File: config.mk
export PLATFORM = sky130hd
export DESIGN_NAME = conv_sr_controller
export DESIGN_NICKNAME = d
export VERILOG_FILES = /design/src/rtl/conv_sr_controller.sv
export SDC_FILE = /design/constraint.sdc
export NUM_CORES = 1
export LEC_CHECK = 0
export BUFFER_PORTS_ARGS = -buffer_cell sky130_fd_sc_hd__buf_2
export CAP_MARGIN = 20
export CORE_MARGIN = 2
export CORE_UTILIZATION = 40
export CTS_CLUSTER_SIZE = 28
export DETAILED_ROUTE_END_ITERATION = 12
export GPL_ROUTABILITY_DRIVEN = 0
export PLACE_DENSITY_LB_ADDON = 0.3
export SYNTH_ARGS = -nofsm -noshare
export SYNTH_HDL_FRONTEND = slang
export SYNTH_SLANG_ARGS = --single-unit
File: constraint.sdc
create_clock -name clock -period 1.95 [get_ports clock]
set_clock_uncertainty 0.1 [all_clocks]
set_input_delay 0.2925 -clock clock [delete_from_list [all_inputs] [get_ports clock]]
set_output_delay 0.2925 -clock clock [all_outputs]
set_load 0.02 [all_outputs]
File: src/rtl/conv_sr_controller.sv
// conv_sr_controller
// Frame sequencer for a convolution shift-register window. Accepts a raster
// pixel stream, drives the datapath shift enable / column byte, tracks the
// scan position and flags complete KERNEL x KERNEL in-image neighbourhoods
// to the downstream MAC array through a valid/ready handshake.
module conv_sr_controller #(
  parameter int IMG_W  = 8,
  parameter int IMG_H  = 6,
  parameter int KERNEL = 3,
  parameter int COL_W  = $clog2(IMG_W),
  parameter int ROW_W  = $clog2(IMG_H)
) (
  input  logic             clock,
  input  logic             reset,
  input  logic             start,
  input  logic             in_valid,
  input  logic [7:0]       in_data,
  output logic             in_ready,
  output logic             sr_enable,
  output logic             sr_shift_row_up,
  output logic [7:0]       sr_column_in,
  output logic             win_valid,
  input  logic             win_ready,
  output logic [ROW_W-1:0] win_row,
  output logic [COL_W-1:0] win_col,
  output logic             busy,
  output logic             done
);

  typedef enum logic [1:0] {
    ST_IDLE = 2'd0,
    ST_RUN  = 2'd1,
    ST_LAST = 2'd2
  } state_t;

  localparam logic [COL_W-1:0] COL_MAX = COL_W'(IMG_W - 1);
  localparam logic [ROW_W-1:0] ROW_MAX = ROW_W'(IMG_H - 1);
  localparam logic [COL_W-1:0] COL_OFF = COL_W'(KERNEL - 1);
  localparam logic [ROW_W-1:0] ROW_OFF = ROW_W'(KERNEL - 1);
  localparam logic [COL_W-1:0] COL_ONE = COL_W'(1);
  localparam logic [ROW_W-1:0] ROW_ONE = ROW_W'(1);

  state_t           state_r;
  state_t           state_next_s;
  logic [COL_W-1:0] col_r;
  logic [ROW_W-1:0] row_r;
  logic             win_valid_r;
  logic [ROW_W-1:0] win_row_r;
  logic [COL_W-1:0] win_col_r;
  logic             done_r;

  logic             in_ready_s;
  logic             accept_s;
  logic             last_pixel_s;
  logic             win_hit_s;
  logic             retire_s;
  logic             frame_end_s;

  // Handshake and position decode; a pending window blocks shifting so the
  // datapath window stays stable until it is consumed.
  always_comb begin
    in_ready_s   = (state_r == ST_RUN) && !(win_valid_r && !win_ready);
    accept_s     = in_valid && in_ready_s;
    last_pixel_s = (row_r == ROW_MAX) && (col_r == COL_MAX);
    win_hit_s    = (row_r >= ROW_OFF) && (col_r >= COL_OFF);
    retire_s     = win_valid_r && win_ready;
  end

  // Next-state logic for the frame sequencer.
  always_comb begin
    state_next_s = state_r;
    frame_end_s  = 1'b0;
    case (state_r)
      ST_IDLE: begin
        if (start) begin
          state_next_s = ST_RUN;
        end else begin
          state_next_s = ST_IDLE;
        end
      end
      ST_RUN: begin
        if (accept_s && last_pixel_s) begin
          state_next_s = ST_LAST;
        end else begin
          state_next_s = ST_RUN;
        end
      end
      ST_LAST: begin
        // Wait for the final window (if any) to drain before finishing.
        if (!win_valid_r || win_ready) begin
          state_next_s = ST_IDLE;
          frame_end_s  = 1'b1;
        end else begin
          state_next_s = ST_LAST;
        end
      end
      default: begin
        state_next_s = ST_IDLE;
        frame_end_s  = 1'b0;
      end
    endcase
  end

  // State register and one-cycle frame-done pulse.
  always_ff @(posedge clock) begin
    if (!reset) begin
      state_r <= ST_IDLE;
      done_r  <= 1'b0;
    end else begin
      state_r <= state_next_s;
      done_r  <= frame_end_s;
    end
  end

  // Raster position of the next pixel; cleared at frame start.
  always_ff @(posedge clock) begin
    if (!reset) begin
      row_r <= '0;
      col_r <= '0;
    end else if ((state_r == ST_IDLE) && start) begin
      row_r <= '0;
      col_r <= '0;
    end else if (accept_s) begin
      if (col_r == COL_MAX) begin
        col_r <= '0;
        row_r <= row_r + ROW_ONE;
      end else begin
        col_r <= col_r + COL_ONE;
      end
    end
  end

  // Window status: loaded by each accepted pixel, cleared when consumed
  // without a new pixel. Rows below KERNEL-1 and row-straddling columns are
  // never flagged, which also keeps previous-frame lines out of windows.
  always_ff @(posedge clock) begin
    if (!reset) begin
      win_valid_r <= 1'b0;
      win_row_r   <= '0;
      win_col_r   <= '0;
    end else if (accept_s) begin
      win_valid_r <= win_hit_s;
      if (win_hit_s) begin
        win_row_r <= row_r - ROW_OFF;
        win_col_r <= col_r - COL_OFF;
      end
    end else if (retire_s) begin
      win_valid_r <= 1'b0;
    end
  end

  assign in_ready        = in_ready_s;
  assign sr_enable       = accept_s;
  assign sr_shift_row_up = 1'b0;
  assign sr_column_in    = in_data;
  assign win_valid       = win_valid_r;
  assign win_row         = win_row_r;
  assign win_col         = win_col_r;
  assign busy            = (state_r != ST_IDLE);
  assign done            = done_r;

endmodule

Yosys cells after proc, flatten, opt, wreduce, memory -nomap -nowiden
Index checks and enable logic that the tools add are counted.

Register bits after elaboration: 16. Bits in latches: 0. Bits in writable memories: 0. Memories kept: 0. Bits in read-only memories: 0. Input port bits: 13.

Equality and inequality tests: 4. Div/mod/pow operators: 0. Bitwise logic cells: 1. $lt $le $gt $ge: 2. Muxes and demuxes: 8. $mul: 0. Shift operators: 0. Reduce and logical (&&, ||, !) cells: 19. Add/sub/neg operators: 4.

Operators with widths (count): logical AND 1 bit (8); adder 3 x 1 -> 3 bit (second input constant) (2); equality test 3 bit (second input constant) (2); greater-or-equal comparator 3 x 2 -> 1 bit (second input constant) (2); case mux 2 bit (3 select lines) (1); AND reduction 2 bit (3); subtractor 3 x 2 -> 3 bit (second input constant) (2); 2-to-1 mux 1 bit (4); 2-to-1 mux 2 bit (2); nonzero test 2 bit (2); logical NOT 1 bit (3); 2-to-1 mux 3 bit (1); equality test 2 x 1 -> 1 bit (second input constant) (1); equality test 2 bit (second input constant) (1); logical NOT 2 bit (1); OR reduction 2 bit (1); logical OR 1 bit (1); inverter 1 bit (1).

Depth between registers and ports, before layout
Depth after elaboration: 8. Depth in mapped cells: 7. Depth with buffers taken out: 6.

Worst setup path after synthesis
No wires, ideal clock.

Path kind: register to register. From: reg win_valid_r, in the netlist win_valid. To: reg win_col_r[1], in the netlist win_col[1]. Setup time: 0.116 ns. Period minus slack after synthesis: 1.584 ns. Data arrival time: 1.368 ns. Slack: 0.366 ns. Required time: 1.734 ns. Buffers on the path: 2. Stages on the path, launching flop included: 7. Cells stage by stage: dfxtp_1 nor2b_2 nor3b_2 buf_6 and2_4 buf_6 o211a_1.

Word-level cells in the longest chain between the ends: 5.

RTL lines: start: declaration (RTL line 47) `logic win_valid_r;`; start signal: assignment (RTL line 142) `win_valid_r <= win_hit_s;`; logical AND 1 bit (RTL line 62) `in_ready_s = (state_r == ST_RUN) && !(win_valid_r && !win_ready);`; logical NOT 1 bit (RTL line 62); logical AND 1 bit (RTL line 62); logical AND 1 bit (RTL line 63) `accept_s = in_valid && in_ready_s;`; via sr_enable (RTL line 19) `output logic sr_enable,`; AND reduction 2 bit (no line); end signal: assignment (RTL line 145) `win_col_r <= col_r - COL_OFF;`; end: declaration (RTL line 49) `logic [COL_W-1:0] win_col_r;`.

The timed path passes the listed nets, and every way through them passes these cells. A chain may end at the register's enable or synchronous reset.

Worst setup path in the final report
From: reg state_r[0]. To: out sr_enable.

Word-level cells in the longest chain between the ends: 3.

RTL lines: start: declaration (RTL line 43) `state_t state_r;`; start signal: assignment (RTL line 110) `state_r <= state_next_s;`; equality test 2 x 1 -> 1 bit (RTL line 62); logical AND 1 bit (RTL line 62); logical AND 1 bit (RTL line 63); end: declaration (RTL line 19).

No other way between the ends.

==> summary.md <==
| Metric | Value |
|---|---|
| Status | finished clean |
| Num ports | 33 |
| Leak | 0.443 nW |
| Footprint of the multi-input gates | 450 um^2 |
| CP endpoint | sr_enable |
| Worst slew margin | 64.5% |
| Worst Path Required | 1.56 ns |
| Routed WL per cell | 11.1 um |
| R2r endpoint | state_r[0] |
| DRT iter0 DRCs | 9 |
| Synth Area in Adders | 11.3% |
| CTS Sinks | 16 |
| Mapped Area | 885 um^2 |
| Die height | 51.0 um |
| Synth Warn # | 0 |
| RSZ-0062 raised after global routing | false |
| Total grt overflow | 0 |
| Mapped Cells | 94 |
| CTS Hold Buffers Added | 0 |
| Most frequent cells in the layout | dfxtp_1 (16), buf_2 (15), nor2_1 (9), nand2_1 (8), ha_1 (8) |
| Vias per cell | 4.82 |
| Vias | 627 |
| Worst slew pin tran | 0.529 ns |
| Clk buf depth | 2 |
| Post-DP HPWL | 1110 um |
| Setup ws final | between 0.15 and 0.2 ns |
| Seq/Total Area, Yosys | 36.2% |
| Setup crit end kind | output port |
| Most common cell after layout, fill and taps aside | dfxtp_1 |
| Global Route Usage Sum | 12.7% |
| Layout cells sized above 1 | a little over a quarter |
| FF+latch count, synth | 16 |
| Root buf cell | clkbuf_4 |
| Layout filler cell count | approximately 230 |
| Largest net degree at the start of global routing | 14 |
| Crit path kind | reg -> out |
| Remaining DRCs | 0 |
| Initial core utilization | between 40% and 50% |
| Clk_lat worst skew | approximately 0.29 ns |
| Worst setup startpoint | state_r[0] |
| Standard-cell row count | 17 |
| Synth Area in XOR/XNOR | 1.98% |
| Die area | 2600 um^2 |
| Distinct cells, synth | 27 |
| Peak Freq | between 0.5 and 0.6 GHz |
| Final TNS setup | 0 ns |
| Max Cap Viol | 0 |
| Port bufs | 15 |
| Final-stage net count | roughly 120 |
| Worst-path fanout max | 8 |
| Complex-gate fraction of the synthesized area | 10.6% |
| Register area | 320 um^2 |
| Final Setup Violations | 0 |
| Mean area per synthesized cell | 9.41 um^2 |
| Reg2Reg Depth | 5 |
| First-pass GRT wire length | 2440 um |
| CTS tree | yes |
| Fin. Hold Viols | 0 |
| Total setup buffers inserted after CTS | 0 |
| P&R area growth vs syn | 7.50% |
| Place WS | 0.351 ns |
| Pins Over Slew Limit | 0 |
| Syn Nets | 115 |
| Fin crit share | about nine tenths |
| Arr. time, crit path | between 1 and 1.5 ns |
| Total iterations of the first detailed-routing run | 4 |
| Multiplexer area fraction after synthesis | 4.53% |
| Initial antenna violation count | 0 |
| Core ar. | roughly 2100 um^2 |
| Antenna viol nets, final | 0 |
| Nature of the critical path startpoint | flop |
| Clock-pin slew on the worst setup and hold paths | 0.10 ns |
| Ant. Diodes | 0 |
| R2r setup slk | 0.40 ns |
| Number of global-route vias before repair | 566 |
| Die W | 51.0 um |
| Cts repair resizes | 0 |
| H-tree depth | 1 |
| Main combinational cell family by area after synthesis | simple AND/OR/NAND/NOR gates |
| Worst vdd rail ir drop | around 0.33 mV |
| Power density over the cells | 635 nW/um^2 |
| Hold Crit Class | in -> reg |
| Minimum clock period | 1.79 ns |
| Synth Area in Simple Gates | 21.4% |
| FF-to-FF Start | col_r[0] |
| Total wire length | 1450 um |
| TritonCTS Buffers | 3 |
[cells by family (layout without fill, tap and decap cells)]
kind of cell / after synthesis / after routing
and+or+nand+nor: 34 / 34
AOI/OAI and AO/OA: 10 / 10
other: 1 / 1
muxes: 4 / 4
adders and majority gates: 8 / 8
DFF: 16 / 16
buffers and inverters: 19 / 27
xor gates and xnor gates: 2 / 2
[per-stage QoR]
step	power (mW)	instances	hold slack, ns	util, %	instance area [um^2]
detailed placement	0.388	126	0.347	42.3	908
finish	0.604	130	0.172	44.3	951
CTS	0.613	130	0.166	44.0	945
global route	0.633	130	0.160	44.3	951
global placement	0.387	126	0.341	42.3	908
floorplan	0.399	94	0.343	-	885
[area by class of cell]
type | count | area share (%)
inverters | 7 | 2.76
clock buffers | 4 | 3.82
multi-input cells | 59 | 47.4
repair buffers | 16 | 8.68
well taps | 28 | 3.68
flip-flops and latches | 16 | 33.7
[sequential cells by signal, indices dropped and copies added, names as in the netlist]
signal     flops
state_r        2
win_row        3
col_r          3
done           1
win_valid      1
row_r          3
win_col        3
[worst max-delay path, stage by stage, from the launching register on]
cell and delay (ns):
dfxtp_1 0.44, nand2b_4 0.09, nor3b_4 0.33, buf_2 0.24
[cell usage after synthesis]
| master | number | area, um^2 |
|---|---|---|
| dfxtp_1 | 16 | 320 |
| buf_4 | 9 | 67.6 |
| nor2_1 | 9 | 33.8 |
| ha_1 | 8 | 100 |
| nand2_1 | 8 | 30.0 |
| inv_1 | 7 | 26.3 |
| nand3_1 | 6 | 30.0 |
| mux2i_1 | 4 | 40.0 |
| o211a_1 | 4 | 40.0 |
| a211oi_1 | 2 | 15.0 |
| buf_6 | 2 | 22.5 |
| nand2b_1 | 2 | 12.5 |
| nor3_1 | 2 | 10.0 |
| xnor2_1 | 2 | 17.5 |
| a21oi_1 | 1 | 5.00 |
| a22oi_4 | 1 | 21.3 |
| and2_4 | 1 | 8.76 |
| and4bb_2 | 1 | 12.5 |
| clkbuf_1 | 1 | 3.75 |
| conb_1 | 1 | 3.75 |
| nand2b_4 | 1 | 13.8 |
| nor2b_2 | 1 | 8.76 |
| nor3b_2 | 1 | 12.5 |
| nor4bb_1 | 1 | 10.0 |
| o21a_1 | 1 | 7.51 |
| o21ai_1 | 1 | 5.00 |
| or2_2 | 1 | 6.26 |
[report_power, final]
group	leakage [nW]	internal [mW]	switching, mW
Combinational	0.292	0.0181	0.0285
Sequential	0.129	0.330	0.00488
Clock	0.0210	0.114	0.109
[per-layer routing]
layer | track usage [%] | vias to the layer above | wire length, um
met1 | 15.7 | 286 | 665
met5 | 0 | - | 0
met4 | 11.3 | 0 | 55
met3 | 2.92 | 5 | 75
met2 | 18.4 | 19 | 653
li1 | - | 317 | -
[how the worst min path moves through the flow]
stage,endpoint,from,depth (start not counted),slack (ns)
2_1_floorplan,win_col[0],reset,2,0.34
3_3_place_gp,win_row[0],win_row[0],2,0.34
3_5_place_dp,win_row[0],win_row[0],2,0.35
4_1_cts,state_r[0],start,3,0.17
5_1_grt,state_r[0],start,3,0.16
6_report,state_r[0],start,3,0.17
(Power assumes the default switching activity.)
